===== config.mk =====
export PLATFORM = sky130hd
export DESIGN_NAME = w_bram_addr_ctrl
export DESIGN_NICKNAME = d
export VERILOG_FILES = /design/src/rtl/w_bram_addr_ctrl_pkg.sv /design/src/rtl/rb_occupancy_cnt.sv /design/src/rtl/w_bram_addr_ctrl.sv
export SDC_FILE = /design/constraint.sdc
export NUM_CORES = 1
export LEC_CHECK = 0
export BUFFER_PORTS_ARGS = -buffer_cell sky130_fd_sc_hd__buf_2
export CORE_ASPECT_RATIO = 1.1
export CORE_MARGIN = 1
export CORE_UTILIZATION = 40
export CTS_BUF_LIST = sky130_fd_sc_hd__clkbuf_8 sky130_fd_sc_hd__clkbuf_16
export CTS_CLUSTER_SIZE = 12
export DETAILED_ROUTE_END_ITERATION = 6
export PLACE_DENSITY = 0.59
export SLEW_MARGIN = 20
export SYNTH_ARGS = -nofsm -noshare
export SYNTH_HDL_FRONTEND = slang
export SYNTH_SLANG_ARGS = --single-unit

===== constraint.sdc =====
create_clock -name clk -period 4.8 [get_ports clk]
set_input_delay 0.72 -clock clk [delete_from_list [all_inputs] [get_ports clk]]
set_output_delay 0.72 -clock clk [all_outputs]
set_load 0.02 [all_outputs]

===== src/rtl/w_bram_addr_ctrl_pkg.sv =====
// Shared definitions for the row-buffer BRAM address generators (write and read side).
package w_bram_addr_ctrl_pkg;

    localparam int RB_COUNT_DEF     = 8;
    localparam int IMAGE_WIDTH_DEF  = 256;
    localparam int IMAGE_HEIGHT_DEF = 256;
    localparam int PIXEL_W_DEF      = 8;
    localparam int MAX_RB           = 32;

    // Counter width that never collapses to zero bits for a range of 1.
    function automatic int clog2w(input int n);
        return (n <= 1) ? 1 : $clog2(n);
    endfunction

    localparam int COL_W   = clog2w(IMAGE_WIDTH_DEF);
    localparam int RBSEL_W = clog2w(RB_COUNT_DEF);
    localparam int OCC_W   = clog2w(RB_COUNT_DEF + 1);
    localparam int ROW_W   = clog2w(IMAGE_HEIGHT_DEF);

    // One-hot select for row buffer idx; callers size-cast to their RB_COUNT.
    function automatic logic [MAX_RB-1:0] rb_onehot(input int idx);
        return {{(MAX_RB-1){1'b0}}, 1'b1} << idx;
    endfunction

endpackage


===== src/rtl/rb_occupancy_cnt.sv =====
// Count of complete, unreleased rows with a registered "all buffers full" flag.
module rb_occupancy_cnt
    import w_bram_addr_ctrl_pkg::*;
#(
    parameter int RB_COUNT = RB_COUNT_DEF,
    parameter int CNT_W    = w_bram_addr_ctrl_pkg::OCC_W
) (
    input  logic             clk,
    input  logic             rst_n,
    input  logic             inc,
    input  logic             dec_req,
    output logic [CNT_W-1:0] count,
    output logic             full
);

    localparam logic [CNT_W-1:0] FULL_CNT = CNT_W'(RB_COUNT);

    logic             dec;
    logic [CNT_W-1:0] count_nxt;

    // NOTE: every always_comb output gets a default first so no latch is inferred.
    always_comb begin
        dec       = dec_req && (count != '0);
        count_nxt = count;
        if (inc && !dec && (count != FULL_CNT))
            count_nxt = count + CNT_W'(1);
        else if (dec && !inc)
            count_nxt = count - CNT_W'(1);
    end

    // NOTE: sequential state uses non-blocking assignments only.
    always_ff @(posedge clk or negedge rst_n) begin
        if (!rst_n) begin
            count <= '0;
            full  <= 1'b0;
        end else begin
            count <= count_nxt;
            full  <= (count_nxt == FULL_CNT);
        end
    end

endmodule


===== src/rtl/w_bram_addr_ctrl.sv =====
// Write-side address/strobe generator: raster pixels into rotating row buffers,
// with back-pressure once every buffer holds an unread row.
module w_bram_addr_ctrl
    import w_bram_addr_ctrl_pkg::*;
#(
    parameter  int RB_COUNT     = RB_COUNT_DEF,
    parameter  int IMAGE_WIDTH  = IMAGE_WIDTH_DEF,
    parameter  int IMAGE_HEIGHT = IMAGE_HEIGHT_DEF,
    parameter  int PIXEL_W      = PIXEL_W_DEF,
    parameter  int MEM_DEPTH    = IMAGE_WIDTH,
    localparam int COL_BITS     = clog2w(MEM_DEPTH),
    localparam int RBSEL_BITS   = clog2w(RB_COUNT),
    localparam int OCC_BITS     = clog2w(RB_COUNT + 1),
    localparam int ROW_BITS     = clog2w(IMAGE_HEIGHT)
) (
    input  logic                clk,
    input  logic                rst_n,
    input  logic                enable,
    input  logic                pix_valid,
    input  logic [PIXEL_W-1:0]  pix_in,
    output logic                pix_ready,
    input  logic                rd_row_release,
    output logic [RB_COUNT-1:0] wr_en,
    output logic [COL_BITS-1:0] wr_addr,
    output logic [PIXEL_W-1:0]  wr_data,
    output logic                row_done,
    output logic                frame_done,
    output logic [OCC_BITS-1:0] rows_filled,
    output logic                rb_window_valid
);

    localparam logic [COL_BITS-1:0]   COL_LAST   = COL_BITS'(IMAGE_WIDTH - 1);
    localparam logic [RBSEL_BITS-1:0] RBSEL_LAST = RBSEL_BITS'(RB_COUNT - 1);
    localparam logic [ROW_BITS-1:0]   ROW_LAST   = ROW_BITS'(IMAGE_HEIGHT - 1);

    logic [COL_BITS-1:0]   col;
    logic [RBSEL_BITS-1:0] rb_sel;
    logic [ROW_BITS-1:0]   row_cnt;
    logic                  accept;
    logic                  row_end;

    // rb_window_valid is the registered rows_filled == RB_COUNT compare.
    assign pix_ready = enable && !rb_window_valid;
    assign accept    = pix_valid && pix_ready;
    assign row_end   = accept && (col == COL_LAST);

    always_ff @(posedge clk or negedge rst_n) begin
        if (!rst_n) begin
            col        <= '0;
            rb_sel     <= '0;
            row_cnt    <= '0;
            wr_en      <= '0;
            wr_addr    <= '0;
            wr_data    <= '0;
            row_done   <= 1'b0;
            frame_done <= 1'b0;
        end else begin
            wr_en      <= accept ? RB_COUNT'(rb_onehot(int'(rb_sel))) : '0;
            row_done   <= row_end;
            frame_done <= row_end && (row_cnt == ROW_LAST);
            if (accept) begin
                wr_addr <= col;
                wr_data <= pix_in;
                col     <= (col == COL_LAST) ? '0 : col + COL_BITS'(1);
            end
            // Widths need not be powers of two, so wraps compare explicitly.
            if (row_end) begin
                rb_sel  <= (rb_sel == RBSEL_LAST) ? '0 : rb_sel + RBSEL_BITS'(1);
                row_cnt <= (row_cnt == ROW_LAST) ? '0 : row_cnt + ROW_BITS'(1);
            end
        end
    end

    rb_occupancy_cnt #(
        .RB_COUNT (RB_COUNT),
        .CNT_W    (OCC_BITS)
    ) u_occ (
        .clk     (clk),
        .rst_n   (rst_n),
        .inc     (row_end),
        .dec_req (rd_row_release),
        .count   (rows_filled),
        .full    (rb_window_valid)
    );

endmodule


After elaboration in Yosys (flattened, before gate mapping)
Index checks and enable logic that the tools add are counted.

storage, ports and cells
  output and inout bits = 32
  input port bits = 13
  bits in registers = 50

operators by class
  reductions and logical operators = 12
  shifts and indexed selects = 1
  muxes and demuxes = 6
  $add $sub $neg = 5
  equal/unequal tests = 5

operator list
  operator             count
  $mux 8               3
  $add 8x1->8 const B  2
  $eq 8x8->1 const B   2
  $logic_and 1x1->1    8
  $mux 4               2
  $shl 1x3->8 const A  1
  $add 4x1->4 const B  1
  $eq 4x4->1 const B   1
  $ne 4x4->1 const B   1
  $reduce_bool 4->1    1
  $sub 4x1->4 const B  1
  $add 3x1->3 const B  1
  $eq 3x3->1 const B   1
  $logic_not 1->1      3
  $mux 3               1

Depth between registers and ports, before layout
  depth in word-level cells = 9
  gate-level depth with buffers = 8

Cells and area by module
A second synthesis with hierarchy kept.

second synthesis, totals
  cell total of the unflattened synthesis = 230
  area, all modules = 2,398.6 um^2

by module, submodules not included
  module            sequential area each (um^2)  instances  area each (um^2)  cells each
  w_bram_addr_ctrl  1,126.1                      1          1,941.9           184
  rb_occupancy_cnt  125.1                        1          456.7             46

Least setup slack after synthesis
OpenSTA, ideal clock, no wires.

  path type = register to register
  start point = register u_occ.count[0]
  end point = register u_occ.full
  stages on the path, launching flop included = 9
  setup slack = 2.774 ns
  clock period less this slack = 2.026 ns
  required time = 4.706 ns
  library setup time = 0.094 ns
  arrival = 1.932 ns
  path through = dfrtp_1 > buf_6 > inv_1 > ha_1 > or3b_1 > nand2_1 > maj3_2 > o211a_1 > nor4b_4

on the way
  longest elaborated chain between the ends = 7
  elaborated cells between the ends (all ways) = 12

ends and longest elaborated chain
  element                                              RTL line                text
  from (decl)                                          rb_occupancy_cnt.sv:12  output logic [CNT_W-1:0] count,
  from (signal assigned)                               rb_occupancy_cnt.sv:37  count <= count_nxt;
  branches (longest 5 deep; another with $sub 4x1->4)  n/a
  $mux 4 (*)                                           rb_occupancy_cnt.sv:25  if (inc && !dec && (count != FULL_CNT))
  net u_occ.count_nxt[1]                               rb_occupancy_cnt.sv:19  logic [CNT_W-1:0] count_nxt;
  $eq 4x4->1 (*)                                       rb_occupancy_cnt.sv:38  full <= (count_nxt == FULL_CNT);
  to (signal assigned)                                 rb_occupancy_cnt.sv:38
  to (decl)                                            rb_occupancy_cnt.sv:13  output logic full

Mark *: on every way through the listed nets, which the timed path passes.
A chain may end at the register's enable or synchronous reset.

Final worst setup path
  start point = input port enable
  end point = register u_occ.full

on the way
  longest elaborated chain between the ends = 8
  elaborated cells between the ends (all ways) = 10

ends and longest elaborated chain
  element                 RTL line                text
  from (decl)             w_bram_addr_ctrl.sv:18  input logic enable,
  $logic_and 1x1->1 (*)   w_bram_addr_ctrl.sv:43  assign pix_ready = enable && !rb_window_valid;
  $logic_and 1x1->1 (*)   w_bram_addr_ctrl.sv:44  assign accept = pix_valid && pix_ready;
  $logic_and 1x1->1 (*)   w_bram_addr_ctrl.sv:45  assign row_end = accept && (col == COL_LAST);
  $logic_not 1->1         rb_occupancy_cnt.sv:27  else if (dec && !inc)
  $logic_and 1x1->1       rb_occupancy_cnt.sv:27
  $mux 4                  rb_occupancy_cnt.sv:27
  $mux 4 (*)              rb_occupancy_cnt.sv:25
  net u_occ.count_nxt[0]  rb_occupancy_cnt.sv:19
  $eq 4x4->1 (*)          rb_occupancy_cnt.sv:38

Mark *: on every way through the listed nets, which the timed path passes. The rest lies on a longest branch.

==> impl_metrics.toml <==
[logic_synthesis]
syn_inst = 245
yosysWarnings = 0
async_reset_ff_share_pct = 100
syn-num-nets = 268
synth_flop_cell = "dfrtp_1"
synth.yosys.seq_area_share_pct = 51.2
ys_ff_latch = 50
synth_edf_count = 0
synth_cell_types = 49
synth_area_mm2 = 0.00245
syn_avg_cell_area_um2 = 9.98

[min_path]
holdCritPathClass = "flip-flop to flip-flop"
holdPathStages = 1
hp-start = "row_cnt[6]$_DFFE_PN0P_"
holdPathEnd = "row_cnt[6]$_DFFE_PN0P_"

[place]
globalplace.congestion = 0.760
post-dp-hpwl_um = 3030
io_buffers = 44

[worst_setup_path]
crit_path_max_fanout = 24
worstPathArrival_ns = 2.56
r2r_slack_ns = 2.48
r2r-start = "u_occ.full$_DFF_PN0_"
timing_worst_setup_path_type = "input port to flip-flop"
crit_required_ns = 5.01
cpMaxStageDelayCell = "nand3b_1"
start_kind = "input port"
critical_path_buf_inv_count = 1
path_depth = 6
worstPathCellList = "buf_2 -> nand3b_1 -> nor2_1 -> a221o_1 -> o211ai_2 -> nor4b_4"
cpLargestDelayFamily = "simple AND/OR/NAND/NOR gates"
slowest_delay_ns = 0.62
r2r.worst_path.cells = 5
r2r-end = "u_occ.full$_DFF_PN0_"
worstSetupEndpointType = "flip-flop"

[timing]
period_minus_slack_ns = 2.35
holdWs_ns = 0.474
slew_viol_final = 0
max_slew.worst_pin.slew_ns = 0.934
relSlewSlack_pct = 37.5
tns_ns = 0
rsz0062_at_grt = "no"
hold_viol_final = 0
report.final.setup_viol = 0
fin_worst_skew_ns = 0.00831
post-route-period-util_pct = 49.0
max_freq_mhz = 425

[cells_and_area]
final_nets = 309
antenna_cells = 0
final_cell_mix = "nand2_1 (68), dfrtp_1 (50), buf_2 (44)"
drive_above_1_share_pct = 22.6
layout_commonest_cell = "nand2_1"
fillCellCount = 566
area_growth_pct = 16.0

[floorplanning]
ioPinCount = 45
core_mm2 = 0.00584
rows = 29
die_w_um = 76.6
die_h_um = 84.0
design.die.area_mm2 = 0.00643
start_util_pct = 41.9

[global_routing]
grt_pass1_wl_um = 8010
antenna_found_initial = 0
grt_max_degree = 51
grt_overflow_total = 0
grt_pass1_vias = 1670
grtUsageTotal_pct = 15.7

[power_and_ir_drop]
p_leak_nw = 1.46
power-per-cell-area_mw_per_mm2 = 467
ir_drop_mv = 0.236

[routing]
antenna_left = 0
viasPerCell = 4.97
drt-initial-drc-count = 141
routed_wl_um = 4450
wl_per_cell_um = 12.2
drtPass1Iterations = 4
drcViolationCount = 0
dr_total_vias = 1810

[cts]
cts-root-buf = "clkbuf_8"
cts_setup_buffers = 0
cts_buffers = 5
cts_max_path_buffers = 2
h-tree-depth = 2
cts.hold.buffers_added = 0
clk_latency_ns = 0.30
clkTransAtPathRegs_ns = 0.09
cts_tree = "done"
cts_resized = 0
cts_num_sinks = 50

[run_status]
status = "completed"

[job]
max_cap_violations = 0
-- cells by family (layout without fill, tap and decap cells) --
group                      after synthesis  in the layout  share of synthesized area (%)
AOI/OAI and AO/OA                       27             27                           8.13
xor gates and xnor gates                12             12                           4.30
adders and majority gates               11             11                           5.58
and+or+nand+nor                        122            122                           25.2
DFF                                     50             50                           51.2
muxes                                    2              2                          0.870
buffers and inverters                   21             63                           4.76
-- worst register-to-register path: cells and delay by family (launching register included) --
| kind | cells | cell delay (ns) |
|---|---|---|
| and+or+nand+nor | 3 | 1.50 |
| DFF | 1 | 0.40 |
| AOI/OAI and AO/OA | 2 | 0.34 |
-- cell type report --
type | instances | area [µm²] | area share (%)
Clock buffer | 6 | 82.6 | 2.91
Clock inverter | 2 | 60.1 | 2.12
Inverter | 10 | 40.0 | 1.41
Multi-Input combinational cell | 174 | 1080 | 38.0
Sequential cell | 50 | 1250 | 44.1
Tap cell | 77 | 96.3 | 3.40
Timing Repair Buffer | 45 | 228 | 8.03
-- power breakdown --
| part | switching (W) | internal, W | leakage, nW |
|---|---|---|---|
| combinational | 0.000228 | 0.000147 | 0.738 |
| sequential | 0.000100 | 0.000495 | 0.650 |
| clock | 0.000131 | 0.000222 | 0.0714 |
| total | 0.000459 | 0.000865 | 1.46 |
-- flip-flops by register name, summed over array words and instances, names as in the netlist --
signal       cells
u_occ.full       1
rb_sel           3
row_cnt          8
wr_addr          8
wr_data          8
row_done         1
wr_en            8
frame_done       1
col              8
u_occ.count      4
-- stage by stage --
step	instance area [µm²]	util, %	worst slack [ns]	instances	total power [W]
floorplan	2450	-	2.77	245	0.000876
global placement	2690	46.1	2.14	356	0.000982
detailed placement	2690	46.1	2.07	356	0.000984
CTS	2840	48.6	2.40	364	0.00134
global route	2840	48.6	2.21	364	0.00141
finish	2840	48.6	2.45	364	0.00132
-- worst max path at each step --
stage	from	endpoint	slack (ns)
3_3_place_gp	enable	u_occ.full$_DFF_PN0_	2.14
3_5_place_dp	enable	u_occ.full$_DFF_PN0_	2.07
4_1_cts	enable	u_occ.full$_DFF_PN0_	2.40
2_1_floorplan	u_occ.count[0]$_DFF_PN0_	u_occ.full$_DFF_PN0_	2.77
6_report	enable	u_occ.full$_DFF_PN0_	2.45
5_1_grt	enable	u_occ.full$_DFF_PN0_	2.21
-- routing by layer --
layer  vias up  wire, µm  GRT usage, %
met2        34      2020          23.7
met5         -         0             0
met3         5       151          3.06
met4         0        63          6.29
li1        920         -             -
met1       851      2220          22.1
-- synthesized netlist by cell type, drive strengths merged, types with 2 or more instances --
master  instances  area (µm²)
a21oi           2        10.0
a31oi           3        25.0
and2            2        12.5
and3            8        55.1
and4            2        20.0
buf             7        61.3
clkbuf          4        15.0
dfrtp          50        1250
ha             10         125
inv            10        40.0
nand2          68         255
nand3           6        42.5
nand3b          2        15.0
nand4           6        37.5
nor2           12        45.0
nor2b           2        12.5
nor3            3        15.0
nor4            4        31.3
o211ai          2        20.0
o21ai          11        55.1
o32a            2        20.0
or3b            2        17.5
xnor2           6        52.6
xor2            6        52.6
Power figures use the tool's default switching activity.
